$ cat config.mk
export PLATFORM = sky130hd
export DESIGN_NAME = operand_issue_stage_flat
export DESIGN_NICKNAME = d
export VERILOG_FILES = /design/src/rtl/operand_issue_stage_pkg.sv /design/src/rtl/operand_issue_stage_if.sv /design/src/rtl/operand_issue_stage_fifo.sv /design/src/rtl/operand_issue_stage.sv /design/src/flat_wrapper.sv
export SDC_FILE = /design/constraint.sdc
export NUM_CORES = 1
export LEC_CHECK = 0
export ABC_AREA = 1
export CAP_MARGIN = 20
export CELL_PAD_IN_SITES_DETAIL_PLACEMENT = 2
export CELL_PAD_IN_SITES_GLOBAL_PLACEMENT = 2
export CORE_MARGIN = 3
export CORE_UTILIZATION = 32
export DETAILED_ROUTE_END_ITERATION = 10
export PLACE_DENSITY_LB_ADDON = 0.3
export SETUP_SLACK_MARGIN = 0.4
export SYNTH_ARGS = -nofsm -noshare
export SYNTH_HDL_FRONTEND = slang
export SYNTH_HIERARCHICAL = 1
export SYNTH_SLANG_ARGS = --single-unit
$ cat constraint.sdc
create_clock -name clk -period 3 [get_ports clk]
set_clock_uncertainty 0.15 [all_clocks]
set_input_delay 0.3 -clock clk [delete_from_list [all_inputs] [get_ports clk]]
set_output_delay 0.3 -clock clk [all_outputs]
set_load 0.01 [all_outputs]
$ cat src/rtl/operand_issue_stage_pkg.sv
// Shared types and constants for the operand issue stage.
package operand_issue_stage_pkg;

    localparam int DEF_WIDTH = 8;
    localparam int DEF_DEPTH = 4;

    // Bit positions of the mode controls inside in_op / out_op.
    localparam int OP_X   = 1;
    localparam int OP_SEL = 0;

    typedef enum logic [1:0] {
        IDLE = 2'd0,
        EXEC = 2'd1,
        HOLD = 2'd2
    } state_t;

endpackage

$ cat src/rtl/operand_issue_stage_if.sv
// Bundle of the upstream, ALU and downstream signals of the operand issue stage.
interface operand_issue_stage_if
    import operand_issue_stage_pkg::*;
#(
    parameter int WIDTH = DEF_WIDTH,
    parameter int DEPTH = DEF_DEPTH
);
    localparam int LW = $clog2(DEPTH) + 1;

    logic             in_valid;
    logic             in_ready;
    logic [WIDTH-1:0] in_a;
    logic [WIDTH-1:0] in_b;
    logic [1:0]       in_op;
    logic [WIDTH-1:0] alu_a;
    logic [WIDTH-1:0] alu_b;
    logic             alu_x;
    logic             alu_sel;
    logic [WIDTH-1:0] alu_result;
    logic             out_valid;
    logic             out_ready;
    logic [WIDTH-1:0] out_data;
    logic [1:0]       out_op;
    logic [LW-1:0]    level;

    modport slave (
        input  in_valid, in_a, in_b, in_op, alu_result, out_ready,
        output in_ready, alu_a, alu_b, alu_x, alu_sel, out_valid, out_data, out_op, level
    );

    modport master (
        output in_valid, in_a, in_b, in_op, alu_result, out_ready,
        input  in_ready, alu_a, alu_b, alu_x, alu_sel, out_valid, out_data, out_op, level
    );

endinterface

$ cat src/rtl/operand_issue_stage_fifo.sv
// Operand FIFO: storage plus wrap-bit pointers; level is the pointer difference.
module issue_fifo #(
    parameter int PW    = 18,
    parameter int DEPTH = 4,
    parameter int LW    = $clog2(DEPTH) + 1
) (
    input  logic          clk,
    input  logic          rst_n,
    input  logic          flush,
    input  logic          push,
    input  logic          pop,
    input  logic [PW-1:0] wdata,
    output logic [PW-1:0] rdata,
    output logic [LW-1:0] level
);
    localparam int AW = $clog2(DEPTH);

    logic [PW-1:0] mem [DEPTH];
    logic [AW:0]   wr_ptr;
    logic [AW:0]   rd_ptr;

    always_ff @(posedge clk or negedge rst_n) begin
        if (!rst_n) begin
            wr_ptr <= '0;
            rd_ptr <= '0;
        end else if (flush) begin
            wr_ptr <= '0;
            rd_ptr <= '0;
        end else begin
            if (push) wr_ptr <= wr_ptr + 1'b1;
            if (pop)  rd_ptr <= rd_ptr + 1'b1;
        end
    end

    always_ff @(posedge clk) begin
        if (push && !flush) mem[wr_ptr[AW-1:0]] <= wdata;
    end

    assign rdata = mem[rd_ptr[AW-1:0]];
    assign level = wr_ptr - rd_ptr;

endmodule

$ cat src/rtl/operand_issue_stage.sv
// Issue stage: queues operand beats, drives them to an external ALU for one
// cycle and holds the captured result until the consumer takes it.
module operand_issue_stage
    import operand_issue_stage_pkg::*;
#(
    parameter int WIDTH = DEF_WIDTH,
    parameter int DEPTH = DEF_DEPTH
) (
    input  logic                  clk,
    input  logic                  rst_n,
    input  logic                  flush,
    operand_issue_stage_if.slave  bus
);
    localparam int LW = $clog2(DEPTH) + 1;
    localparam int PW = 2 * WIDTH + 2;

    state_t           state, state_nx;
    logic [LW-1:0]    level;
    logic [PW-1:0]    head;
    logic [1:0]       head_op;
    logic [WIDTH-1:0] head_a, head_b;
    logic             has_head, push, pop, capture, drop;

    logic [WIDTH-1:0] alu_a_q, alu_b_q, out_data_q;
    logic             alu_x_q, alu_sel_q, out_valid_q;
    logic [1:0]       out_op_q;

    // Reset gates in_ready so no beat is taken while rst_n is low.
    assign bus.in_ready = rst_n && (level != LW'(DEPTH));
    assign push         = bus.in_valid && bus.in_ready;
    assign has_head     = (level != '0);
    assign {head_op, head_b, head_a} = head;

    issue_fifo #(.PW(PW), .DEPTH(DEPTH), .LW(LW)) u_fifo (
        .clk   (clk),
        .rst_n (rst_n),
        .flush (flush),
        .push  (push),
        .pop   (pop),
        .wdata ({bus.in_op, bus.in_b, bus.in_a}),
        .rdata (head),
        .level (level)
    );

    always_ff @(posedge clk or negedge rst_n) begin
        if (!rst_n) state <= IDLE;
        else        state <= state_nx;
    end

    always_comb begin
        state_nx = state;
        case (state)
            IDLE:    if (has_head) state_nx = EXEC;
            EXEC:    state_nx = HOLD;
            HOLD:    if (bus.out_ready) state_nx = has_head ? EXEC : IDLE;
            default: state_nx = IDLE;
        endcase
        if (flush) state_nx = IDLE;
    end

    always_comb begin
        pop     = 1'b0;
        capture = 1'b0;
        drop    = 1'b0;
        case (state)
            IDLE:    pop = has_head;
            EXEC:    capture = 1'b1;
            HOLD: begin
                drop = bus.out_ready;
                pop  = bus.out_ready && has_head;
            end
            default: ;
        endcase
        if (flush) begin
            pop     = 1'b0;
            capture = 1'b0;
            drop    = 1'b0;
        end
    end

    // ALU operand registers only change on a pop; flush leaves them alone.
    always_ff @(posedge clk or negedge rst_n) begin
        if (!rst_n) begin
            alu_a_q   <= '0;
            alu_b_q   <= '0;
            alu_x_q   <= 1'b0;
            alu_sel_q <= 1'b0;
        end else if (pop) begin
            alu_a_q   <= head_a;
            alu_b_q   <= head_b;
            alu_x_q   <= head_op[OP_X];
            alu_sel_q <= head_op[OP_SEL];
        end
    end

    always_ff @(posedge clk or negedge rst_n) begin
        if (!rst_n) begin
            out_valid_q <= 1'b0;
            out_data_q  <= '0;
            out_op_q    <= '0;
        end else if (flush) begin
            out_valid_q <= 1'b0;
            out_data_q  <= '0;
            out_op_q    <= '0;
        end else if (capture) begin
            out_valid_q        <= 1'b1;
            out_data_q         <= bus.alu_result;
            out_op_q[OP_X]     <= alu_x_q;
            out_op_q[OP_SEL]   <= alu_sel_q;
        end else if (drop) begin
            out_valid_q <= 1'b0;
        end
    end

    assign bus.alu_a     = alu_a_q;
    assign bus.alu_b     = alu_b_q;
    assign bus.alu_x     = alu_x_q;
    assign bus.alu_sel   = alu_sel_q;
    assign bus.out_valid = out_valid_q;
    assign bus.out_data  = out_data_q;
    assign bus.out_op    = out_op_q;
    assign bus.level     = level;

endmodule

$ cat src/flat_wrapper.sv
// flat-port wrapper written by rule: the top's interface ports become plain ports
module operand_issue_stage_flat import operand_issue_stage_pkg::*;
#(
    parameter int WIDTH = DEF_WIDTH,
    parameter int DEPTH = DEF_DEPTH
)
  (clk, rst_n, flush, bus_in_valid, bus_in_a, bus_in_b, bus_in_op, bus_alu_result, bus_out_ready, bus_in_ready, bus_alu_a, bus_alu_b, bus_alu_x, bus_alu_sel, bus_out_valid, bus_out_data, bus_out_op, bus_level);
  operand_issue_stage_if #(.WIDTH(WIDTH), .DEPTH(DEPTH)) bus_i ();
  input  logic clk;
  input  logic rst_n;
  input  logic flush;
  input wire logic [$bits(bus_i.in_valid)-1:0] bus_in_valid;
  input wire logic [$bits(bus_i.in_a)-1:0] bus_in_a;
  input wire logic [$bits(bus_i.in_b)-1:0] bus_in_b;
  input wire logic [$bits(bus_i.in_op)-1:0] bus_in_op;
  input wire logic [$bits(bus_i.alu_result)-1:0] bus_alu_result;
  input wire logic [$bits(bus_i.out_ready)-1:0] bus_out_ready;
  output wire logic [$bits(bus_i.in_ready)-1:0] bus_in_ready;
  output wire logic [$bits(bus_i.alu_a)-1:0] bus_alu_a;
  output wire logic [$bits(bus_i.alu_b)-1:0] bus_alu_b;
  output wire logic [$bits(bus_i.alu_x)-1:0] bus_alu_x;
  output wire logic [$bits(bus_i.alu_sel)-1:0] bus_alu_sel;
  output wire logic [$bits(bus_i.out_valid)-1:0] bus_out_valid;
  output wire logic [$bits(bus_i.out_data)-1:0] bus_out_data;
  output wire logic [$bits(bus_i.out_op)-1:0] bus_out_op;
  output wire logic [$bits(bus_i.level)-1:0] bus_level;
  assign bus_i.in_valid = bus_in_valid;
  assign bus_i.in_a = bus_in_a;
  assign bus_i.in_b = bus_in_b;
  assign bus_i.in_op = bus_in_op;
  assign bus_i.alu_result = bus_alu_result;
  assign bus_i.out_ready = bus_out_ready;
  assign bus_in_ready = bus_i.in_ready;
  assign bus_alu_a = bus_i.alu_a;
  assign bus_alu_b = bus_i.alu_b;
  assign bus_alu_x = bus_i.alu_x;
  assign bus_alu_sel = bus_i.alu_sel;
  assign bus_out_valid = bus_i.out_valid;
  assign bus_out_data = bus_i.out_data;
  assign bus_out_op = bus_i.out_op;
  assign bus_level = bus_i.level;
  operand_issue_stage #(.WIDTH(WIDTH), .DEPTH(DEPTH)) u_core (.clk(clk), .rst_n(rst_n), .flush(flush), .bus(bus_i));
endmodule
After elaboration in Yosys (flattened, before gate mapping)

Memories as Yosys holds them, arrays and structs flattened. A register that Yosys moved wholly into a read port is not among the register bits.
Index checks and enable logic that the tools add are counted.

Reductions and logical operators: 13
Add/subtract/negate cells: 3
Equality and inequality tests: 5
Mux-type cells: 24

Operators with widths:

| operator              | count |
|---|---|
| $mux W8               | 2 |
| $mux W3               | 4 |
| $mux W1               | 11 |
| $mux W2               | 5 |
| $add A3 B1 Y3 const B | 2 |
| $ne A3 B3 Y1 const B  | 2 |
| $pmux W2 S3           | 1 |
| $reduce_bool A2 Y1    | 3 |
| $reduce_bool A3 Y1    | 2 |
| $logic_and A1 B1 Y1   | 4 |
| $ne A3 B2 Y1 const B  | 1 |
| $sub A3 B3 Y3         | 1 |
| $eq A2 B1 Y1 const B  | 1 |
| $eq A2 B2 Y1 const B  | 1 |
| $logic_not A1 Y1      | 2 |
| $logic_not A2 Y1      | 1 |
| $pmux W1 S2           | 1 |
| $reduce_and A2 Y1     | 1 |

Word-level logic and storage cells: 52
Register bits: 19
Bits in writable memories: 72
Memories kept: 1
Output and inout bits: 33

Memories:

| name              | words | bits a word | rd ports | clocked after memory_dff | write ports | line                           | source |
|---|---|---|---|---|---|---|---|
| u_core.u_fifo.mem | 4     | 18          | 1        | 1                        | 1           | operand_issue_stage_fifo.sv:18 | `logic [PW-1:0] mem [DEPTH];` |

Depth between registers and ports, before layout

Depth in word-level cells: 7
Depth in mapped cells: 14
Mapped depth without buffers: 13

Modules after synthesis

The synthesis kept the hierarchy.

Modules (own cells, without submodules):

| module              | instances | area an instance (µm²) | cells each |
|---|---|---|---|
| issue_fifo          | 1         | 3513.4                 | 339 |
| operand_issue_stage | 1         | 1391.3                 | 146 |

Least setup slack after synthesis

No wires, ideal clock.

Kind: register to register
Start point: reg u_core.u_fifo.wr_ptr[0]
End point: mem u_core.u_fifo.mem[0][0] (enable)
Path slack: -318 ps
Cell stages (with the launch flop): 10
Buffers on the path: 0
Clock period less this slack: 3318 ps
Arrival: 2775 ps
Required time: 2457 ps
Cells stage by stage: dfrtp_1 inv_1 ha_1 fa_1 inv_1 nor2_2 a21boi_0 and2_1 nand2_1 nor2_1

Word-level cells in the longest chain between the ends: 7

RTL lines:

| item                          | line                           | source |
|---|---|---|
| from (decl)                   | operand_issue_stage_fifo.sv:19 | `logic [AW:0] wr_ptr;` |
| from (signal assigned)        | operand_issue_stage_fifo.sv:30 | `if (push) wr_ptr <= wr_ptr + 1'b1;` |
| $sub A3 B3 Y3                 | operand_issue_stage_fifo.sv:40 | `assign level = wr_ptr - rd_ptr;` |
| via bus_level[1]              | flat_wrapper.sv:26             | `output wire logic [$bits(bus_i.level)-1:0] bus_level;` |
| $ne A3 B3 Y1                  | operand_issue_stage.sv:29      | `assign bus.in_ready = rst_n && (level != LW'(DEPTH));` |
| $logic_and A1 B1 Y1           | operand_issue_stage.sv:29      |  |
| via bus_in_ready              | flat_wrapper.sv:18             | `output wire logic [$bits(bus_i.in_ready)-1:0] bus_in_ready;` |
| $logic_and A1 B1 Y1           | operand_issue_stage.sv:30      | `assign push = bus.in_valid && bus.in_ready;` |
| via u_core.push               | operand_issue_stage.sv:22      | `logic has_head, push, pop, capture, drop;` |
| $logic_and A1 B1 Y1           | operand_issue_stage_fifo.sv:36 | `if (push && !flush) mem[wr_ptr[AW-1:0]] <= wdata;` |
| $mux W1                       | operand_issue_stage_fifo.sv:36 |  |
| $mux W1 (implied by the code) | operand_issue_stage_fifo.sv:36 |  |
| to (decl)                     | operand_issue_stage_fifo.sv:18 |  |

The timed path passes the listed nets, and every way through them passes these cells.

Worst setup path after layout

Start point: reg u_core.u_fifo.wr_ptr[0]
End point: out bus_in_ready

Word-level cells in the longest chain between the ends: 3

RTL lines:

| item                | line |
|---|---|
| $sub A3 B3 Y3       | operand_issue_stage_fifo.sv:40 |
| $ne A3 B3 Y1        | operand_issue_stage.sv:29 |
| $logic_and A1 B1 Y1 | operand_issue_stage.sv:29 |
| to (decl)           | flat_wrapper.sv:18 |

No other way between the ends.

==> summary.md <==
| Metric | Value |
|---|---|
| Synth Area per Inst | 10.1 um2 |
| Commonest cells in the netlist | nand2_1, inv_1, edfxtp_1, nand3_1, dfrtp_1 |
| Delay-heaviest family, CP | adder cells |
| Worst Max-Slew Pin Slew | 0.776 ns |
| Initial drt markers | 148 |
| RSZ-0062 raised after global routing | no |
| LEAKAGE | 2.76 nW |
| Final worst path period need | 2.49 ns |
| Final hold vios | 0 |
| Distinct cell type count of the synthesized netlist | 26 |
| Period utilization | 0.829 |
| Root Driver | clkbuf_16 |
| CP cell instances | inv_1 > ha_1 > fa_1 > inv_2 > nor2_4 > a21boi_2 > dlygate4sd2_1 |
| Sequential Area | 3090 um2 |
| # setup viols final | 0 |
| Worst-path fanout max | 3 |
| Peak supply drop | 0.494 mV |
| Sink Count | 109 |
| IO buf count | 63 |
| Sequential-to-total area share from yosys stat | 0.630 |
| Syn. warnings | 6 |
| Fillers | 1608 |
| Initial Utilization | 0.332 |
| Critical path data arrival time | 2.04 ns |
| Biggest cell delay along the critical path | 0.50 ns |
| Top cells by area, synth | edfxtp_1, dfrtp_1, nand2_1 |
| Total global-route track usage | 0.167 |
| Max_cap viols | 0 |
| Worst setup EP type | output port |
| Yosys top cell by area | edfxtp_1 |
| Via count | 3519 |
| PwrDens | 857 nW/um2 |
| Vias in the first global route | 3971 |
| HPWL after detailed placement | 8600 um |
| Initial antenna violation count | 0 |
| Drt pass-1 iters | 4 |
| Routed wire length | 13100 um |
| Cts bufs inserted | 9 |
| Drc violations | 0 |
| Syn-to-layout area delta | 22.7% |
| IO Count | 64 |
| Clock tree buffer depth | 2 |
| # H-tree levels | 3 |
| Count leader, synth | nand2_1 |
| Synthesized instance count | 485 |
| Worst setup SP type | register |
| Synthesized area | 4900 um2 |
| Overall power | 5.16 mW |
| GP Congestion | 0.743 |
| GRT overflow | 0 |
| Ys async rst share | 0.339 |
| Worst EP required | 2.55 ns |
| Slew headroom | 0.481 |
| DR WL/cell | 17.7 um |
| Critical path buffer and inverter count | 3 |
| Die W | 130 um |
| Post-synth top area share | 0.441 |
| Crit Path Category | reg2out |
| Core area | 14800 um2 |
| Ys flop type | edfxtp_1 |
| Worst min path class | reg2reg |
| Die ar. | 16800 um2 |
| Multi-input combinational cell area | 1320 um2 |
| Status | finished clean |
| CTS tree | built |
| Final #Nets | 592 |
| CP max stage cell | fa_1 |
| Row count | 44 |
| Global-route wire length before repair | 21200 um |
| Setup TNS Final | 0 ns |
| DIE HEIGHT | 130 um |
| Worst skew pair latency | 0.36 ns |
| Clock Pin Slew Worst Setup and Hold Paths | 0.07 ns |
| Layout cells sized above 1 | 0.0984 |
| Via density | 4.74 |
| #FFs+latches synth | 109 |
| Post-route ant nets | 0 |
| Final-report max-slew violation count | 0 |
| # diodes | 0 |
| Largest net degree at the start of global routing | 40 |
| Achievable frequency | 402 MHz |
| Post-synth EDFFs | 72 |
| Synth Net Count | 523 |
==> cells by family after synthesis <==
family / share of synthesized area
AO/OA/AOI/OAI: 0.00842
adder cells (fa/ha/maj): 0.0194
buffers and inverters: 0.112
flip-flops: 0.630
AND/OR/NAND/NOR: 0.230
==> area by class of cell <==
type	instances	area share
clock buffers	10	0.0380
clock inverters	6	0.00603
inverters	94	0.0588
multi-input cells	265	0.219
flip-flops and latches	109	0.513
well taps	184	0.0383
repair buffers	75	0.127
==> tightest hold or removal path, cell delays in order, from the launching register on <==
cell	delay, ns
dfrtp_1	0.35
nand2_1	0.05
nand2_1	0.05
==> flip-flops by register name, indices dropped and copies added (netlist names) <==
register and flops:
u_core/bus.alu_a 8, u_core/u_fifo/rd_ptr 3, u_core/bus.out_op 2, u_core/bus.out_valid 1, u_core/bus.alu_sel 1, u_core/u_fifo/wr_ptr 3, u_core/state 2, u_core/u_fifo/mem 72
u_core/bus.alu_x 1, u_core/bus.alu_b 8, u_core/bus.out_data 8
==> report_power, final <==
| part | leakage, nW | switching (mW) | internal [mW] |
|---|---|---|---|
| sequential | 1.13 | 0.117 | 1.82 |
| clock | 0.126 | 0.541 | 0.561 |
| combinational | 1.50 | 1.34 | 0.782 |
==> per-layer routing <==
metal	vias to the layer above	wire (um)	global-route usage	part of all wire
li1	1652	-	-	-
met4	0	197	0.0489	0.015
met2	67	7110	0.308	0.54
met3	15	518	0.0434	0.039
met5	-	0	0	0
met1	1785	5300	0.190	0.40
==> metrics by stage <==
stage          instance area, um2   util  std cells  setup WS [ns]  hold slack [ns]
3_3_place_gp                 5680  0.385        724          0.429            0.272
3_5_place_dp                 5680  0.385        724          0.316            0.284
2_1_floorplan                4950      -        485          0.413           -0.146
4_1_cts                      5960  0.404        742          0.420            0.321
5_1_grt                      6020  0.408        743          0.405            0.346
6_report                     6020  0.408        743          0.513            0.328
==> cells in the final DEF, fill, tap and decap left out, types with 3 or more instances in the layout <==
cell type        synthesis  routed
inv_1                   89      88
inv_2                    3       4
clkbuf_16                0       9
nand3_1                 59      59
clkdlybuf4s50_1          0      59
o21ai_0                  3       3
nand3_2                 12      12
clkinv_1                 1       4
nor2_1                  11       7
edfxtp_1                72      72
ha_1                     6       6
nand2_1                163     161
dfrtp_1                 37      37
nor2_4                   1       6
buf_12                   4       3
buf_4                    3       7
==> what timing repair did <==
action	CTS	global route
hold buffers	1	0
pin swaps	0	0
endpoints found under the setup margin	75	74
buffers inserted	1	1
endpoints found under the hold margin	37	0
resized for setup	2	13
==> final timing paths <==
kind | startpoint | to | slack, ns | cells past startpoint
max reg2reg | u_core/u_fifo/wr_ptr[0] | u_core/u_fifo/mem[0][17] | 0.52 | 10
min in group asynchronous | rst_n | u_core/bus.alu_b[6] | 0.41 | 3
min | u_core/bus.alu_a[1] | u_core/bus.alu_a[1] | 0.33 | 2
min reg2reg | u_core/bus.alu_a[1] | u_core/bus.alu_a[1] | 0.33 | 2
max | u_core/u_fifo/wr_ptr[0] | bus_in_ready | 0.51 | 7
max in group asynchronous | rst_n | u_core/bus.alu_a[5] | 1.91 | 3
No activity file was read; power rests on OpenSTA's default activity.
